File: config.mk
export PLATFORM = sky130hd
export DESIGN_NAME = axis_frame_tx
export DESIGN_NICKNAME = d
export VERILOG_FILES = /design/src/rtl/axis_pkg.sv /design/src/rtl/axis_frame_buf.sv /design/src/rtl/axis_frame_tx.sv
export SDC_FILE = /design/constraint.sdc
export NUM_CORES = 1
export LEC_CHECK = 0
export BUFFER_PORTS_ARGS = -buffer_cell sky130_fd_sc_hd__buf_4
export CORE_MARGIN = 8
export CORE_UTILIZATION = 47
export DETAILED_ROUTE_END_ITERATION = 16
export PLACE_DENSITY = 0.64
export SYNTH_ARGS = -nofsm -noshare
export SYNTH_HDL_FRONTEND = slang
export SYNTH_SLANG_ARGS = --single-unit
File: constraint.sdc
create_clock -name ACLK -period 4.4 [get_ports ACLK]
set_input_delay 0.44 -clock ACLK [delete_from_list [all_inputs] [get_ports ACLK]]
set_output_delay 0.44 -clock ACLK [all_outputs]
set_load 0.02 [all_outputs]
File: src/rtl/axis_pkg.sv
// Shared definitions for the AXI-Stream frame transmitter.
//
// Contents:
//   DataWidthDefault - default stream/buffer word width
//   DepthDefault     - default frame buffer depth in words
//   state_t          - transmitter FSM state encoding (StIdle, StSend, StFin)
package axis_pkg;

  localparam int unsigned DataWidthDefault = 32;
  localparam int unsigned DepthDefault     = 16;

  // Plain-vector encoding keeps the state register legacy-compatible with
  // older tools and waveform scripts that match on raw values.
  typedef logic [1:0] state_t;

  localparam state_t StIdle = 2'd0;
  localparam state_t StSend = 2'd1;
  localparam state_t StFin  = 2'd2;

endpackage

File: src/rtl/axis_frame_buf.sv
// Frame buffer: register array with one synchronous write port and one
// combinational read port. Contents are deliberately not reset.
//
// Ports:
//   clk_i     - clock, writes on rising edge
//   we_i      - write strobe (already qualified by the caller)
//   waddr_i   - write address
//   wdata_i   - write data
//   raddr_i   - read address
//   rdata_o   - read data, combinational from raddr_i
module axis_frame_buf
  import axis_pkg::*;
#(
  parameter int unsigned DATA_WIDTH = DataWidthDefault,
  parameter int unsigned DEPTH      = DepthDefault
) (
  input  logic                     clk_i,
  input  logic                     we_i,
  input  logic [$clog2(DEPTH)-1:0] waddr_i,
  input  logic [DATA_WIDTH-1:0]    wdata_i,
  input  logic [$clog2(DEPTH)-1:0] raddr_i,
  output logic [DATA_WIDTH-1:0]    rdata_o
);

  logic [DATA_WIDTH-1:0] mem_q [DEPTH];

  always_ff @(posedge clk_i) begin
    if (we_i) begin
      mem_q[waddr_i] <= wdata_i;
    end
  end

  assign rdata_o = mem_q[raddr_i];

endmodule

File: src/rtl/axis_frame_tx.sv
// AXI-Stream frame transmitter. A frame of frame_len words is written into
// a local buffer, then launched with a single-cycle start pulse and streamed
// out one beat per cycle from a registered output stage.
//
// Optional feature (macro AXIS_FRAME_TX_CHECKSUM_EN): append one extra beat
// carrying the XOR of all frame data words; TLAST moves to that beat.
//
// Ports:
//   ACLK, ARESETN       - clock and asynchronous active-low reset
//   wr_en/addr/data     - buffer write port, ignored while busy
//   start, frame_len    - launch request and beat count (1..DEPTH)
//   busy                - frame in flight (start accepted, final beat pending)
//   done                - one-cycle pulse after the final beat handshake
//   err                 - one-cycle pulse after a start with illegal length
//   M_AXIS_*            - AXI-Stream master; TVALID is purely registered
module axis_frame_tx
  import axis_pkg::*;
#(
  parameter int unsigned DATA_WIDTH = DataWidthDefault,
  parameter int unsigned DEPTH      = DepthDefault
) (
  input  logic                     ACLK,
  input  logic                     ARESETN,
  input  logic                     wr_en,
  input  logic [$clog2(DEPTH)-1:0] wr_addr,
  input  logic [DATA_WIDTH-1:0]    wr_data,
  input  logic                     start,
  input  logic [$clog2(DEPTH):0]   frame_len,
  output logic                     busy,
  output logic                     done,
  output logic                     err,
  output logic [DATA_WIDTH-1:0]    M_AXIS_TDATA,
  output logic                     M_AXIS_TVALID,
  input  logic                     M_AXIS_TREADY,
  output logic                     M_AXIS_TLAST
);

  localparam int unsigned AW     = $clog2(DEPTH);
  localparam logic [AW:0] MaxLen = (AW+1)'(DEPTH);
  localparam logic [AW:0] One    = (AW+1)'(1);

  state_t                state_q, state_d;
  logic [AW:0]           len_q, len_d;
  // Index of the beat currently held in the output register.
  logic [AW:0]           ptr_q, ptr_d;
  logic [AW:0]           ptr_inc;
  // Index of the beat that carries TLAST.
  logic [AW:0]           last_idx;
  logic [DATA_WIDTH-1:0] tdata_q, tdata_d;
  logic                  tvalid_q, tvalid_d;
  logic                  tlast_q, tlast_d;
  logic                  err_q, err_d;

  logic [AW-1:0]         rd_addr;
  logic [DATA_WIDTH-1:0] rd_data;
  logic [DATA_WIDTH-1:0] next_word;
  logic                  start_ok;
  logic                  start_tlast;
  logic                  hs;

  assign busy          = (state_q == StSend);
  assign done          = (state_q == StFin);
  assign err           = err_q;
  assign M_AXIS_TDATA  = tdata_q;
  assign M_AXIS_TVALID = tvalid_q;
  assign M_AXIS_TLAST  = tlast_q;

  assign hs       = tvalid_q & M_AXIS_TREADY;
  assign ptr_inc  = ptr_q + One;
  assign start_ok = (frame_len != '0) && (frame_len <= MaxLen);

  // In IDLE the read port is parked on word 0 so a launch can load it
  // directly; while sending it looks one beat ahead. The wrap of ptr_inc at
  // DEPTH is harmless because the final beat never loads a successor.
  assign rd_addr = (state_q == StSend) ? ptr_inc[AW-1:0] : '0;

  axis_frame_buf #(
    .DATA_WIDTH (DATA_WIDTH),
    .DEPTH      (DEPTH)
  ) u_buf (
    .clk_i   (ACLK),
    .we_i    (wr_en & ~busy),
    .waddr_i (wr_addr),
    .wdata_i (wr_data),
    .raddr_i (rd_addr),
    .rdata_o (rd_data)
  );

`ifdef AXIS_FRAME_TX_CHECKSUM_EN
  // Running XOR of the data beats already handshaken.
  logic [DATA_WIDTH-1:0] csum_q, csum_d;

  assign last_idx    = len_q;
  assign start_tlast = 1'b0;
  // Beat index len_q is the checksum: fold in the final data word on the fly.
  assign next_word   = (ptr_inc == len_q) ? (csum_q ^ tdata_q) : rd_data;

  always_comb begin
    csum_d = csum_q;
    if (state_q == StIdle && start && start_ok) begin
      csum_d = '0;
    end else if (state_q == StSend && hs) begin
      csum_d = csum_q ^ tdata_q;
    end
  end

  always_ff @(posedge ACLK or negedge ARESETN) begin
    if (!ARESETN) begin
      csum_q <= '0;
    end else begin
      csum_q <= csum_d;
    end
  end
`else
  assign last_idx    = len_q - One;
  assign start_tlast = (frame_len == One);
  assign next_word   = rd_data;
`endif

  always_comb begin
    state_d  = state_q;
    len_d    = len_q;
    ptr_d    = ptr_q;
    tdata_d  = tdata_q;
    tvalid_d = tvalid_q;
    tlast_d  = tlast_q;
    err_d    = 1'b0;

    case (state_q)
      StIdle: begin
        if (start) begin
          if (start_ok) begin
            state_d  = StSend;
            len_d    = frame_len;
            ptr_d    = '0;
            tdata_d  = rd_data;
            tvalid_d = 1'b1;
            tlast_d  = start_tlast;
          end else begin
            err_d = 1'b1;
          end
        end
      end
      StSend: begin
        if (hs) begin
          if (ptr_q == last_idx) begin
            state_d  = StFin;
            tvalid_d = 1'b0;
            tlast_d  = 1'b0;
          end else begin
            ptr_d   = ptr_inc;
            tdata_d = next_word;
            tlast_d = (ptr_inc == last_idx);
          end
        end
      end
      StFin: begin
        state_d = StIdle;
      end
      default: begin
        state_d  = StIdle;
        tvalid_d = 1'b0;
        tlast_d  = 1'b0;
      end
    endcase
  end

  always_ff @(posedge ACLK or negedge ARESETN) begin
    if (!ARESETN) begin
      state_q  <= StIdle;
      len_q    <= '0;
      ptr_q    <= '0;
      tdata_q  <= '0;
      tvalid_q <= 1'b0;
      tlast_q  <= 1'b0;
      err_q    <= 1'b0;
    end else begin
      state_q  <= state_d;
      len_q    <= len_d;
      ptr_q    <= ptr_d;
      tdata_q  <= tdata_d;
      tvalid_q <= tvalid_d;
      tlast_q  <= tlast_d;
      err_q    <= err_d;
    end
  end

endmodule

==> results.sh <==
export IMPL_status="completed"
export IMPL_peakVddDrop_v=0.000416
export IMPL_ys_seq_elements=559
export IMPL_die_w_um=235
export IMPL_layout_common_cells="edfxtp_1, a21oi_1, buf_4, mux2_2"
export IMPL_internal_power_mw=10.9
export IMPL_holdWs_ns=0.0975
export IMPL_dr_first_iter_drc_count=1151
export IMPL_rows=80
export IMPL_required_ns=4.93
export IMPL_cts_sinks=559
export IMPL_ios=83
export IMPL_avgSynthCellArea_um2=15.6
export IMPL_vias=13322
export IMPL_dr_pass1_iters=5
export IMPL_track_usage_pct=20.0
export IMPL_setup_slack_ns=1.10
export IMPL_power_density_nw_per_um2=641
export IMPL_end_kind="register"
export IMPL_antenna_cells=0
export IMPL_crit_path_top_delay_cell="nand2b_4"
export IMPL_swShare_pct=34.0
export IMPL_drt_wl_total_mm=56.7
export IMPL_placed_cells_incl_taps=2071
export IMPL_grt_pass1_wl_mm=85.5
export IMPL_synth_edf_count=512
export IMPL_post_route_period_util_pct=75.0
export IMPL_cts_path_max_buffers=3
export IMPL_core_area_um2=47600
export IMPL_hold_path_class="in -> reg"
export IMPL_port_buffers=82
export IMPL_tritoncts="yes"
export IMPL_synth_main_ff_cell="edfxtp_1"
export IMPL_synth_area_um2=22600
export IMPL_clk_pin_slew_ns=0.06
export IMPL_seq_area_frac_synth_pct=73.2
export IMPL_critPathArrivalTime_ns=3.83
export IMPL_wl_per_cell_um=26.0
export IMPL_worstSkewPairLatency_ns=0.61
export IMPL_pwr_share_seq_pct=38.4
export IMPL_final_common_cell="edfxtp_1"
export IMPL_ant_nets=0
export IMPL_globalRoute_totalOverflow=0
export IMPL_syn_inst=1450
export IMPL_finalHoldViolations=0
export IMPL_layout_min_cycle_time_ns=3.30
export IMPL_drc=0
export IMPL_max_stage_delay_ns=0.81
export IMPL_fin_nets=1564
export IMPL_max_freq_ghz=0.303
export IMPL_worst_setup_path_type="reg -> reg"
export IMPL_tns_ns=0
export IMPL_cp_start_kind="register"
export IMPL_power_switching_mw=5.65
export IMPL_cts_setup_buffers=0
export IMPL_htreeDepth=2
export IMPL_initial_core_util_pct=47.5
export IMPL_ctsHoldBuffers=1
export IMPL_cts_resized=0
export IMPL_cp_cell_sequence="ha_4, nand2b_4, buf_4, a21oi_1, o311ai_0, nand4_1, mux2i_1"
export IMPL_clockRootBuffer="clkbuf_16"
export IMPL_antenna_found_initial=0
export IMPL_synthArstFlopShare_pct=8.41
export IMPL_synth_distinct_cells=55
export IMPL_yosys_warnings=0
export IMPL_final_cells=2179
export IMPL_syn2layout_area_growth_pct=14.4
export IMPL_syn_nets=1498
export IMPL_worst_pin_slew_ns=1.11
export IMPL_fp_dieArea_um2=55400
export IMPL_p_leak_nw=8.41
export IMPL_setup_viol=0
export IMPL_relSlewSlack_pct=24.5
export IMPL_total_power_mw=16.6
export IMPL_p_comb_share_pct=32.9
export IMPL_grt_max_degree=121
export IMPL_cts_buffers=57
export IMPL_rsz0062_at_grt="false"
export IMPL_grt_pass1_vias=13539
export IMPL_place_congestion=0.781
export IMPL_power_share_clock_pct=28.7
export IMPL_dp_slack_ns=1.08
export IMPL_finClkSkew_ns=0.0155
export IMPL_maxCapViolCount=0
export IMPL_dp_hpwl_mm=31.3
export IMPL_path_max_fanout=59
export IMPL_die_height_um=235
export IMPL_via_per_inst=6.11
export IMPL_drive_above_1_share_pct=19.8
export IMPL_maxSlewViolCount=0
==> layout make-up <==
class | count | area [um^2]
clock buffer | 78 | 1600
clock inverter | 29 | 262
fill | 3805 | 21800
inverter | 36 | 138
multi-input combinational | 737 | 5570
sequential | 559 | 16600
tap | 615 | 769
timing repair buffer | 125 | 991
==> per-stage QoR <==
step,cell area [um^2],utilization (%)
finish,25900,54.3
global route,25900,54.3
CTS,25900,54.3
detailed placement,24000,50.4
global placement,24000,50.4
floorplan,22600,-
==> Yosys cell counts, types with 3 or more instances <==
library cell  instances  area share, %
nor2_1               19           0.32
xnor2_1               8           0.31
mux2_2               70            3.5
nand4_1              33           0.91
mux2i_1              37            1.6
nand2_1              11           0.18
nand2b_1              4           0.11
nand3_1               3          0.066
dfrtp_1              47            5.2
nor3_1                6           0.13
buf_6                 3           0.15
edfxtp_1            512             68
o311ai_0             60            2.3
a21oi_1             124            2.7
o22ai_1              63            1.7
nor3b_1              64            2.1
o211ai_1             61            2.0
buf_4                 8           0.27
clkbuf_1             60            1.0
xor2_1                7           0.27
buf_2                39           0.86
a211oi_1             63            2.1
nor2b_1              64            1.8
inv_1                34           0.56
and3b_1               3           0.12
buf_1                 7           0.12
==> power groups by stage <==
stage               Sequential, mW  Clock, mW  Combinational [mW]
finish                        6.37       4.77                5.45
floorplan                     6.54          0                3.70
global route                  6.40       5.02                5.90
CTS                           6.38       4.84                5.48
global placement              6.48          0                5.37
detailed placement            6.48          0                5.47
==> final timing paths <==
kind	start	endpoint	slack [ns]	cells after the start
min in group asynchronous	ARESETN	M_AXIS_TDATA[28]	0.47	2
max	ptr_q[0]	M_AXIS_TDATA[10]	1.10	7
min reg2reg	M_AXIS_TDATA[18]	M_AXIS_TDATA[18]	0.52	2
min	frame_len[1]	len_q[1]	0.1	2
max reg2reg	ptr_q[0]	M_AXIS_TDATA[10]	1.10	7
max in group asynchronous	ARESETN	ptr_q[0]	3.28	2
==> layer usage <==
| layer | GRT usage, % | wire length (um) | vias to the layer above |
|---|---|---|---|
| met2 | 33.4 | 27700 | 494 |
| met5 | 0 | 0 | - |
| met3 | 3.08 | 3330 | 105 |
| li1 | - | - | 5926 |
| met4 | 7.01 | 1530 | 0 |
| met1 | 26.6 | 24100 | 6797 |
==> critical path, delay by kind of cell (launching register included) <==
kind | cells | cell delay (ns)
and+or+nand+nor | 2 | 0.96
muxes | 1 | 0.17
buffers and inverters | 1 | 0.33
DFF | 1 | 0.62
adders and majority gates | 1 | 0.59
AOI/OAI and AO/OA | 2 | 0.53
==> sequential cells by signal (all words and copies together), names as in the netlist <==
signal,cells
M_AXIS_TDATA,32
M_AXIS_TLAST,1
M_AXIS_TVALID,1
err,1
len_q,5
ptr_q,5
state_q,2
u_buf.mem_q,512
==> logic make-up (layout without fill, tap and decap cells) <==
| logic type | after synthesis | in the layout | share of synthesized area (%) |
|---|---|---|---|
| mux | 108 | 108 | 5.17 |
| flops | 559 | 559 | 73.2 |
| xor+xnor | 17 | 17 | 0.785 |
| buf+inv | 154 | 268 | 3.01 |
| compound gates | 387 | 387 | 11.5 |
| simple gates | 223 | 223 | 6.30 |
| fa+ha+maj | 2 | 2 | 0.111 |
Power figures use the tool's default switching activity.
